[config.mk]
export PLATFORM = sky130hd
export DESIGN_NAME = mem_arbiter_flat
export DESIGN_NICKNAME = d
export VERILOG_FILES = /design/src/rtl/mem_arbiter_if.sv /design/src/rtl/mem_arbiter.sv /design/src/flat_wrapper.sv
export SDC_FILE = /design/constraint.sdc
export NUM_CORES = 1
export LEC_CHECK = 0
export CORE_MARGIN = 2
export CORE_UTILIZATION = 45
export DETAILED_ROUTE_END_ITERATION = 7
export GPL_TIMING_DRIVEN = 1
export PLACE_DENSITY = 0.84
export SLEW_MARGIN = 5
export SYNTH_ARGS = -nofsm -noshare
export SYNTH_HDL_FRONTEND = slang
export SYNTH_SLANG_ARGS = --single-unit
[constraint.sdc]
create_clock -name clk -period 6 [get_ports clk]
set_input_delay 1.5 -clock clk [delete_from_list [all_inputs] [get_ports clk]]
set_output_delay 1.5 -clock clk [all_outputs]
set_load 0.03 [all_outputs]
[src/rtl/mem_arbiter_if.sv]
// Bus bundle between the fetch side, the data side, the shared memory and mem_arbiter.
// slave is the arbiter's view; master is the view of the surrounding pipeline/memory.
interface mem_arbiter_if;
  logic        hlt;
  logic        i_req;
  logic [15:0] i_addr;
  logic        i_rdy;
  logic [15:0] i_rdata;
  logic        d_re;
  logic        d_we;
  logic [15:0] d_addr;
  logic [15:0] d_wdata;
  logic        d_rdy;
  logic [15:0] d_rdata;
  logic        mem_re;
  logic        mem_we;
  logic [15:0] mem_addr;
  logic [15:0] mem_wdata;
  logic [15:0] mem_rdata;
  logic        busy;

  modport slave (
    input  hlt, i_req, i_addr, d_re, d_we, d_addr, d_wdata, mem_rdata,
    output i_rdy, i_rdata, d_rdy, d_rdata, mem_re, mem_we, mem_addr, mem_wdata, busy
  );

  modport master (
    output hlt, i_req, i_addr, d_re, d_we, d_addr, d_wdata, mem_rdata,
    input  i_rdy, i_rdata, d_rdy, d_rdata, mem_re, mem_we, mem_addr, mem_wdata, busy
  );
endinterface

[src/rtl/mem_arbiter.sv]
// Serialises fetch and data accesses onto one single-ported memory with fixed read latency LAT.
// Define MEM_ARB_RR_EN for round-robin arbitration; otherwise data always beats instruction.
//
// state | meaning
// IDLE  | sample requests, grant and latch owner/type/addr/wdata
// ISSUE | one-cycle mem_re/mem_we strobe
// WAIT  | LAT cycles, counter down to 0, read data captured on last edge
// RESP  | owner's rdy pulse, requests ignored
module mem_arbiter #(
  parameter int LAT = 2
) (
  input  logic          clk,
  input  logic          rst_n,
  mem_arbiter_if.slave  bus
);

  typedef enum logic [1:0] {IDLE, ISSUE, WAIT, RESP} state_t;

  localparam logic [3:0] LAT_M1 = 4'(LAT - 1);

  state_t      state, state_nx;
  logic [3:0]  cnt, cnt_nx;
  logic        grant, capture;
  logic        d_any, i_any, pick_d;
  logic        owner_d, is_wr;
  logic [15:0] addr_q, wdata_q, i_rdata_q, d_rdata_q;

  assign d_any = bus.d_re | bus.d_we;
  assign i_any = bus.i_req & ~bus.hlt;

`ifdef MEM_ARB_RR_EN
  // last_d=1 means data side owned the previous grant; reset as "I last granted"
  logic last_d;

  always_ff @(posedge clk or negedge rst_n) begin
    if (!rst_n)     last_d <= 1'b0;
    else if (grant) last_d <= pick_d;
  end

  assign pick_d = d_any & (~i_any | ~last_d);
`else
  assign pick_d = d_any;
`endif

  always_comb begin
    state_nx = state;
    cnt_nx   = cnt;
    grant    = 1'b0;
    capture  = 1'b0;
    case (state)
      IDLE: begin
        if (d_any | i_any) begin
          grant    = 1'b1;
          state_nx = ISSUE;
        end
      end
      ISSUE: begin
        cnt_nx   = LAT_M1;
        state_nx = WAIT;
      end
      WAIT: begin
        if (cnt == 4'd0) begin
          capture  = 1'b1;
          state_nx = RESP;
        end else begin
          cnt_nx = cnt - 4'd1;
        end
      end
      RESP:    state_nx = IDLE;
      default: state_nx = IDLE;
    endcase
  end

  always_ff @(posedge clk or negedge rst_n) begin
    if (!rst_n) begin
      state     <= IDLE;
      cnt       <= 4'd0;
      owner_d   <= 1'b0;
      is_wr     <= 1'b0;
      addr_q    <= 16'h0000;
      wdata_q   <= 16'h0000;
      i_rdata_q <= 16'h0000;
      d_rdata_q <= 16'h0000;
    end else begin
      state <= state_nx;
      cnt   <= cnt_nx;
      if (grant) begin
        owner_d <= pick_d;
        // a simultaneous read+write request is handled as a write
        is_wr   <= pick_d & bus.d_we;
        addr_q  <= pick_d ? bus.d_addr : bus.i_addr;
        wdata_q <= (pick_d & bus.d_we) ? bus.d_wdata : 16'h0000;
      end
      if (capture && !is_wr) begin
        if (owner_d) d_rdata_q <= bus.mem_rdata;
        else         i_rdata_q <= bus.mem_rdata;
      end
    end
  end

  assign bus.mem_re    = (state == ISSUE) & ~is_wr;
  assign bus.mem_we    = (state == ISSUE) &  is_wr;
  assign bus.mem_addr  = addr_q;
  assign bus.mem_wdata = wdata_q;
  assign bus.i_rdy     = (state == RESP) & ~owner_d;
  assign bus.d_rdy     = (state == RESP) &  owner_d;
  assign bus.i_rdata   = i_rdata_q;
  assign bus.d_rdata   = d_rdata_q;
  assign bus.busy      = (state != IDLE);

endmodule

[src/flat_wrapper.sv]
// flat-port wrapper written by rule: the top's interface ports become plain ports
module mem_arbiter_flat 
#(
  parameter int LAT = 2
)
  (clk, rst_n, bus_hlt, bus_i_req, bus_i_addr, bus_d_re, bus_d_we, bus_d_addr, bus_d_wdata, bus_mem_rdata, bus_i_rdy, bus_i_rdata, bus_d_rdy, bus_d_rdata, bus_mem_re, bus_mem_we, bus_mem_addr, bus_mem_wdata, bus_busy);
  mem_arbiter_if bus_i ();
  input  logic clk;
  input  logic rst_n;
  input wire logic [$bits(bus_i.hlt)-1:0] bus_hlt;
  input wire logic [$bits(bus_i.i_req)-1:0] bus_i_req;
  input wire logic [$bits(bus_i.i_addr)-1:0] bus_i_addr;
  input wire logic [$bits(bus_i.d_re)-1:0] bus_d_re;
  input wire logic [$bits(bus_i.d_we)-1:0] bus_d_we;
  input wire logic [$bits(bus_i.d_addr)-1:0] bus_d_addr;
  input wire logic [$bits(bus_i.d_wdata)-1:0] bus_d_wdata;
  input wire logic [$bits(bus_i.mem_rdata)-1:0] bus_mem_rdata;
  output wire logic [$bits(bus_i.i_rdy)-1:0] bus_i_rdy;
  output wire logic [$bits(bus_i.i_rdata)-1:0] bus_i_rdata;
  output wire logic [$bits(bus_i.d_rdy)-1:0] bus_d_rdy;
  output wire logic [$bits(bus_i.d_rdata)-1:0] bus_d_rdata;
  output wire logic [$bits(bus_i.mem_re)-1:0] bus_mem_re;
  output wire logic [$bits(bus_i.mem_we)-1:0] bus_mem_we;
  output wire logic [$bits(bus_i.mem_addr)-1:0] bus_mem_addr;
  output wire logic [$bits(bus_i.mem_wdata)-1:0] bus_mem_wdata;
  output wire logic [$bits(bus_i.busy)-1:0] bus_busy;
  assign bus_i.hlt = bus_hlt;
  assign bus_i.i_req = bus_i_req;
  assign bus_i.i_addr = bus_i_addr;
  assign bus_i.d_re = bus_d_re;
  assign bus_i.d_we = bus_d_we;
  assign bus_i.d_addr = bus_d_addr;
  assign bus_i.d_wdata = bus_d_wdata;
  assign bus_i.mem_rdata = bus_mem_rdata;
  assign bus_i_rdy = bus_i.i_rdy;
  assign bus_i_rdata = bus_i.i_rdata;
  assign bus_d_rdy = bus_i.d_rdy;
  assign bus_d_rdata = bus_i.d_rdata;
  assign bus_mem_re = bus_i.mem_re;
  assign bus_mem_we = bus_i.mem_we;
  assign bus_mem_addr = bus_i.mem_addr;
  assign bus_mem_wdata = bus_i.mem_wdata;
  assign bus_busy = bus_i.busy;
  mem_arbiter #(.LAT(LAT)) u_core (.clk(clk), .rst_n(rst_n), .bus(bus_i));
endmodule
==> results of run 1 <==
[flip-flops by register name, summed over array words and instances, names as in the netlist]
name                  count
u_core.bus.i_rdata       16
u_core.state              2
u_core.owner_d            1
u_core.bus.mem_wdata     16
u_core.bus.mem_addr      16
u_core.cnt                4
u_core.bus.d_rdata       16
u_core.is_wr              1
[cells in the mapped netlist, types with 3 or more instances]
cell,instances
sky130_fd_sc_hd__buf_2,5
sky130_fd_sc_hd__clkbuf_1,4
sky130_fd_sc_hd__dfrtp_1,72
sky130_fd_sc_hd__ha_1,5
sky130_fd_sc_hd__inv_1,22
sky130_fd_sc_hd__mux2_2,56
sky130_fd_sc_hd__mux2_4,10
sky130_fd_sc_hd__mux2i_1,4
sky130_fd_sc_hd__nand2_1,3
sky130_fd_sc_hd__nand3_1,16
sky130_fd_sc_hd__nor2b_1,3
sky130_fd_sc_hd__o21ai_0,16
sky130_fd_sc_hd__o22ai_1,3
[through the flow]
stage / cell area [µm²] / instances / setup slack [ps] / util (%) / hold slack, ps
3_5_place_dp: 4600 / 460 / 2010 / 67.8 / 492
2_1_floorplan: 3160 / 236 / 3060 / - / 469
3_3_place_gp: 4600 / 460 / 2020 / 67.8 / 486
4_1_cts: 4820 / 476 / 2170 / 71.0 / 509
5_1_grt: 4820 / 476 / 2080 / 71.0 / 529
6_report: 4820 / 476 / 2190 / 71.0 / 506
[layout make-up]
cell class,count,share of cell area (%)
well taps,96,2.49
inverters,23,1.79
multi-input cells,130,25.1
repair buffers,139,28.7
clock inverters,6,1.92
clock buffers,10,2.65
flip-flops and latches,72,37.4
[worst reg2reg max path: stages, from the launching register on]
cell and delay (ps):
sky130_fd_sc_hd__dfrtp_1 420, sky130_fd_sc_hd__inv_1 110, sky130_fd_sc_hd__ha_1 230, sky130_fd_sc_hd__clkinv_1 250, sky130_fd_sc_hd__nor4_4 1000, sky130_fd_sc_hd__mux2_2 440
[metal layers]
layer  GRT usage, %  part of all wire [%]  wire length [µm]  up-vias
li1               -                     -                 -     1089
met1           22.4                    41              3020     1122
met2           34.2                    49              3670       99
met3           7.07                   8.6               643       10
met4           7.13                   1.5               111        0
met5              0                     0                 0        -
[final timing paths]
check / cells after the start / endpoint
max: 4 / bus_busy
min: 1 / u_core.bus.d_rdata[4]
max reg2reg: 5 / u_core.bus.i_rdata[11]
min reg2reg: 1 / u_core.bus.d_rdata[4]
max in group asynchronous: 1 / u_core.bus.d_rdata[11]
min in group asynchronous: 1 / u_core.bus.mem_addr[12]
[where the power goes]
group / leakage (nW) / switching, mW / internal, mW
Sequential: 0.882 / 0.147 / 0.729
Combinational: 1.08 / 0.803 / 0.699
Clock: 0.103 / 0.183 / 0.236
Total: 2.07 / 1.13 / 1.67
[cell families (layout without fill, tap and decap cells)]
kind of cell / count (synthesis) / after routing / share of synthesized area [%]
compound gates: 24 / 24 / 4.23
mux: 70 / 70 / 25.9
flops: 72 / 72 / 56.9
simple gates: 31 / 31 / 5.93
fa+ha+maj: 5 / 5 / 1.98
buf+inv: 34 / 178 / 4.98
==> impl_metrics.json, run 1 <==
{
  "worst-path-buf-inv": 3,
  "report.final.hold_viol_count": 0,
  "cts_root_buffer": "sky130_fd_sc_hd__clkbuf_8",
  "synthFlopType": "sky130_fd_sc_hd__dfrtp_1",
  "synth_top_area_share_pct": 56.9,
  "finalWirelength_mm": 7.45,
  "drive_gt1_share_pct": 23.2,
  "total_leakage_power_nw": 2.07,
  "crit_path_start_kind": "flop",
  "count_of_final_max_slew_check_failures": 0,
  "worst_path_most_repeated_cell": "sky130_fd_sc_hd__inv_1",
  "nFillCells": 509,
  "mostFrequentLayoutCell": "sky130_fd_sc_hd__clkdlybuf4s50_1",
  "vias_in_the_first_global_route": 2459,
  "die_area_um2": 7720,
  "remaining_design_rule_violation_count": 0,
  "timing_worst_slew_pin_value_ps": 1080,
  "worst_setup_path_startpoint": "u_core.state[0]",
  "routabilityCongestion": 0.733,
  "timing.clock.skew_ps": 8.78,
  "worst_path_max_stage_delay_ps": 660,
  "quantity_of_hold_fixing_buffers_added_after_cts": 0,
  "slew_headroom_pct": 27.8,
  "setup_viol": 0,
  "htree_num_levels": 3,
  "postSynthRegisterBits": 72,
  "tot_gr_track_use_pct": 19.7,
  "tritoncts_clock_tree": "yes",
  "grt-ovfl-total": 0,
  "timing_worst_setup_path_type": "reg -> out",
  "fin_crit_sh_pct": 63.5,
  "async_reset_ff_share_pct": 100,
  "core.rowCount": 30,
  "multi_input_comb_area_um2": 1210,
  "core_area_um2": 6790,
  "seqCellArea_um2": 1800,
  "clk_latency_ps": 330,
  "top_family_by_delay_on_critical_path": "buffers and inverters",
  "layout.cells.most_common_list": "137 x sky130_fd_sc_hd__clkdlybuf4s50_1, 72 x sky130_fd_sc_hd__dfrtp_1, 56 x sky130_fd_sc_hd__mux2_2",
  "via_per_inst": 4.87,
  "r2r_slack_ps": 3430,
  "crit_arrival_ps": 2310,
  "clk_pin_slew_worst_paths_ps": 70,
  "fin_nets": 450,
  "drv_cap": 0,
  "synthesis.instances": 236,
  "routed_wirelength_normalized_by_instance_count_um": 15.6,
  "reg2reg_from": "u_core.state[0]",
  "holdCritPathClass": "reg -> reg",
  "grt_antenna_before_repair": 0,
  "per_instance_average_area_after_synthesis_um2": 13.4,
  "clock-sinks": 72,
  "dp_hpwl_mm": 5.31,
  "cp-end-kind": "primary output",
  "result_of_the_run": "completed",
  "synth-edff-count": 0,
  "antenna_violation_net_count_after_detailed_routing": 0,
  "syn2layout_area_growth_pct": 52.4,
  "ys.warnings.count": 0,
  "numPortBuffers": 138,
  "critical_path_peak_fanout": 19,
  "postCtsSetupRepairBufs": 0,
  "antenna_cells": 0,
  "initial_standard_cell_utilization_of_the_core_pct": 46.6,
  "postCtsResizedCells": 0,
  "netlist_top_cells_area": "sky130_fd_sc_hd__dfrtp_1 57%, sky130_fd_sc_hd__mux2_2 20%, sky130_fd_sc_hd__mux2_4 4.7%",
  "top_cell_type_by_total_area_after_synthesis": "sky130_fd_sc_hd__dfrtp_1",
  "vias": 2320,
  "max-vdd-ir-drop_mv": 0.337,
  "power_mw": 2.80,
  "worstPathCellList": "inv_1 -> ha_1 -> inv_1 -> clkdlybuf4s50_1",
  "die_height_um": 87.9,
  "critPathRequiredTime_ps": 4500,
  "tritoncts.num_buffers": 9,
  "timing.setup.tns_ps": 0,
  "power_density_nw_per_um2": 580,
  "final.min_clock_period_ps": 3810,
  "max_freq_mhz": 262,
  "grt_start_max_net_pins": 73,
  "synthesis.nets": 311,
  "netlist_area_um2": 3160,
  "cts_max_path_buffers": 2,
  "die_wd_um": 87.9,
  "rsz0062_at_grt": "no",
  "io_pins": 139,
  "drt_iter0_markers": 40,
  "worstHoldStart": "u_core.bus.d_rdata[4]",
  "critical_path.slowest_cell": "sky130_fd_sc_hd__clkdlybuf4s50_1",
  "grt_pass1_wl_mm": 11.6,
  "synth.lib_cells_used.distinct": 28,
  "synth_seq_area_share_pct": 56.9,
  "drt_first_pass_iters": 4
}
No activity file was read; power rests on OpenSTA's default activity.
==> run 2, diff against run 1 <==
--- a/config.mk
+++ b/config.mk
@@ -6,10 +6,10 @@
 export NUM_CORES = 1
 export LEC_CHECK = 0
 export CORE_MARGIN = 2
-export CORE_UTILIZATION = 45
+export CORE_UTILIZATION = 42
 export DETAILED_ROUTE_END_ITERATION = 7
 export GPL_TIMING_DRIVEN = 1
-export PLACE_DENSITY = 0.84
+export PLACE_DENSITY = 0.79
 export SLEW_MARGIN = 5
 export SYNTH_ARGS = -nofsm -noshare
 export SYNTH_HDL_FRONTEND = slang
==> constraint.sdc (replaced) <==
create_clock -name clk -period 3.6 [get_ports clk]
set_input_delay 0.9 -clock clk [delete_from_list [all_inputs] [get_ports clk]]
set_output_delay 0.9 -clock clk [all_outputs]
set_load 0.03 [all_outputs]
==> run 2 against run 1 <==
Compared with the run above: worst setup slack lost 1700 ps; die area grew 6.8%; clock skew grew 2.2 ps; clock power grew 33%; critical path type unchanged; sequential share of layout area grew 0.17 points; sequential power grew 67%; wire length shrank 1.5%; register-to-register slack lost 2100 ps; largest cell class unchanged; first-iteration DRC count grew 48%; utilization shrank 5.1 points.
==> impl_metrics.json, run 2 (synthesis gave the netlist of run 1 again) <==
{
  "result_of_the_run": "completed",
  "count_of_final_max_slew_check_failures": 0,
  "clock-sinks": 72,
  "crit_arrival_ps": 2190,
  "layout.cells.most_common_list": "137 x sky130_fd_sc_hd__clkdlybuf4s50_1, 72 x sky130_fd_sc_hd__dfrtp_1, 56 x sky130_fd_sc_hd__mux2_2",
  "final-instance-count-excl-fill": 482,
  "critPathRequiredTime_ps": 2700,
  "htree_num_levels": 3,
  "timing.setup.tns_ps": 0,
  "remaining_design_rule_violation_count": 0,
  "grt_antenna_before_repair": 0,
  "setup_viol": 0,
  "tot_gr_track_use_pct": 18.2,
  "die_area_um2": 8240,
  "placed_cells": 466,
  "power_mw": 4.51,
  "antenna_cells": 0,
  "final.min_clock_period_ps": 3090,
  "report.final.hold_viol_count": 0,
  "postCtsResizedCells": 0,
  "antenna_violation_net_count_after_detailed_routing": 0,
  "io_pins": 139,
  "fin_crit_sh_pct": 85.9,
  "via_per_inst": 4.83,
  "core_area_um2": 7290,
  "fin_nets": 453,
  "crit_path_start_kind": "flop",
  "routed_wirelength_normalized_by_instance_count_um": 15.2,
  "power_density_nw_per_um2": 939,
  "cts_max_path_buffers": 2,
  "timing_worst_setup_path_type": "reg -> out",
  "critical_path.slowest_cell": "sky130_fd_sc_hd__clkdlybuf4s50_1",
  "worst_path_most_repeated_cell": "sky130_fd_sc_hd__inv_1",
  "grt_pass1_wl_mm": 11.9,
  "vias": 2328,
  "routabilityCongestion": 0.719,
  "die_wd_um": 90.8,
  "drive_gt1_share_pct": 24.0,
  "postCtsSetupRepairBufs": 0,
  "tritoncts_clock_tree": "yes",
  "numPortBuffers": 138,
  "syn2layout_area_growth_pct": 51.8,
  "dp_hpwl_mm": 5.34,
  "mostFrequentLayoutCell": "sky130_fd_sc_hd__clkdlybuf4s50_1",
  "total_leakage_power_nw": 2.07,
  "critical_path_peak_fanout": 19,
  "tritoncts.num_buffers": 9,
  "quantity_of_hold_fixing_buffers_added_after_cts": 0,
  "timing_worst_slew_pin_value_ps": 894,
  "worstPathCellList": "inv_1 -> ha_1 -> inv_1 -> clkdlybuf4s50_1",
  "core.rowCount": 31,
  "grt_start_max_net_pins": 73,
  "holdCritPathClass": "reg -> reg",
  "drt_iter0_markers": 59,
  "clk_latency_ps": 340,
  "die_height_um": 90.8,
  "share_of_the_core_filled_with_cells_in_the_final_layout_pct": 65.9,
  "finalWirelength_mm": 7.33,
  "drv_cap": 0,
  "timing.clock.skew_ps": 11.0,
  "max_freq_mhz": 323,
  "worst_path_max_stage_delay_ps": 650,
  "initial_standard_cell_utilization_of_the_core_pct": 43.4,
  "clk_pin_slew_worst_paths_ps": 70,
  "vias_in_the_first_global_route": 2438,
  "hold-worst-slack_ps": 506,
  "cts_root_buffer": "sky130_fd_sc_hd__clkbuf_8",
  "drt_first_pass_iters": 4,
  "rsz0062_at_grt": "no",
  "grt-ovfl-total": 0,
  "max-vdd-ir-drop_mv": 0.544,
  "cp-end-kind": "primary output",
  "slew_headroom_pct": 40.4
}
==> run 2: metrics by stage <==
| step | setup slack [ps] | area [µm²] |
|---|---|---|
| floorplan | 1260 | 3160 |
| global placement | 848 | 4630 |
| detailed placement | 810 | 4630 |
| CTS | 452 | 4800 |
| global route | 350 | 4800 |
| finish | 507 | 4800 |
==> run 2: worst paths after layout <==
path                                         from                       end  slack, ps  cells past startpoint
setup reg to reg                  u_core.state[0]     u_core.bus.d_rdata[5]       1360                      5
setup / recovery                  u_core.state[0]                  bus_busy        510                      4
max in group asynchronous                   rst_n  u_core.bus.mem_wdata[11]       2340                      1
min in group asynchronous                   rst_n     u_core.bus.d_rdata[0]        660                      1
hold reg to reg            u_core.bus.i_rdata[15]    u_core.bus.i_rdata[15]        510                      1
hold / removal             u_core.bus.i_rdata[15]    u_core.bus.i_rdata[15]        510                      1
==> run 2: report_power, final <==
| part | leakage (nW) | total, mW | internal (mW) | switching, mW |
|---|---|---|---|---|
| logic | 1.10 | 2.50 | 1.17 | 1.33 |
| registers | 0.882 | 1.46 | 1.22 | 0.241 |
| clock network | 0.0889 | 0.557 | 0.250 | 0.307 |
==> run 2: metal layers <==
metal / share of wire [%] / global-route usage, % / wire length [µm]
met1: 42 / 23.2 / 3060
met5: 0 / 0 / 0
met3: 7.6 / 5.09 / 556
met4: 2.3 / 7.95 / 167
met2: 48 / 29.0 / 3550
==> run 2: critical path: cells and delay by family, from the launching register on <==
| family | cells | cell delay [ps] |
|---|---|---|
| buf+inv | 3 | 910 |
| fa+ha+maj | 1 | 540 |
| flops | 1 | 420 |
==> run 2: layout make-up <==
type,instances,area (µm²)
multi-input cells,130,1210
repair buffers,142,1410
clock inverters,7,48.8
flip-flops and latches,72,1800
clock buffers,9,124
well taps,99,124
fillers,602,2490
inverters,23,86.3
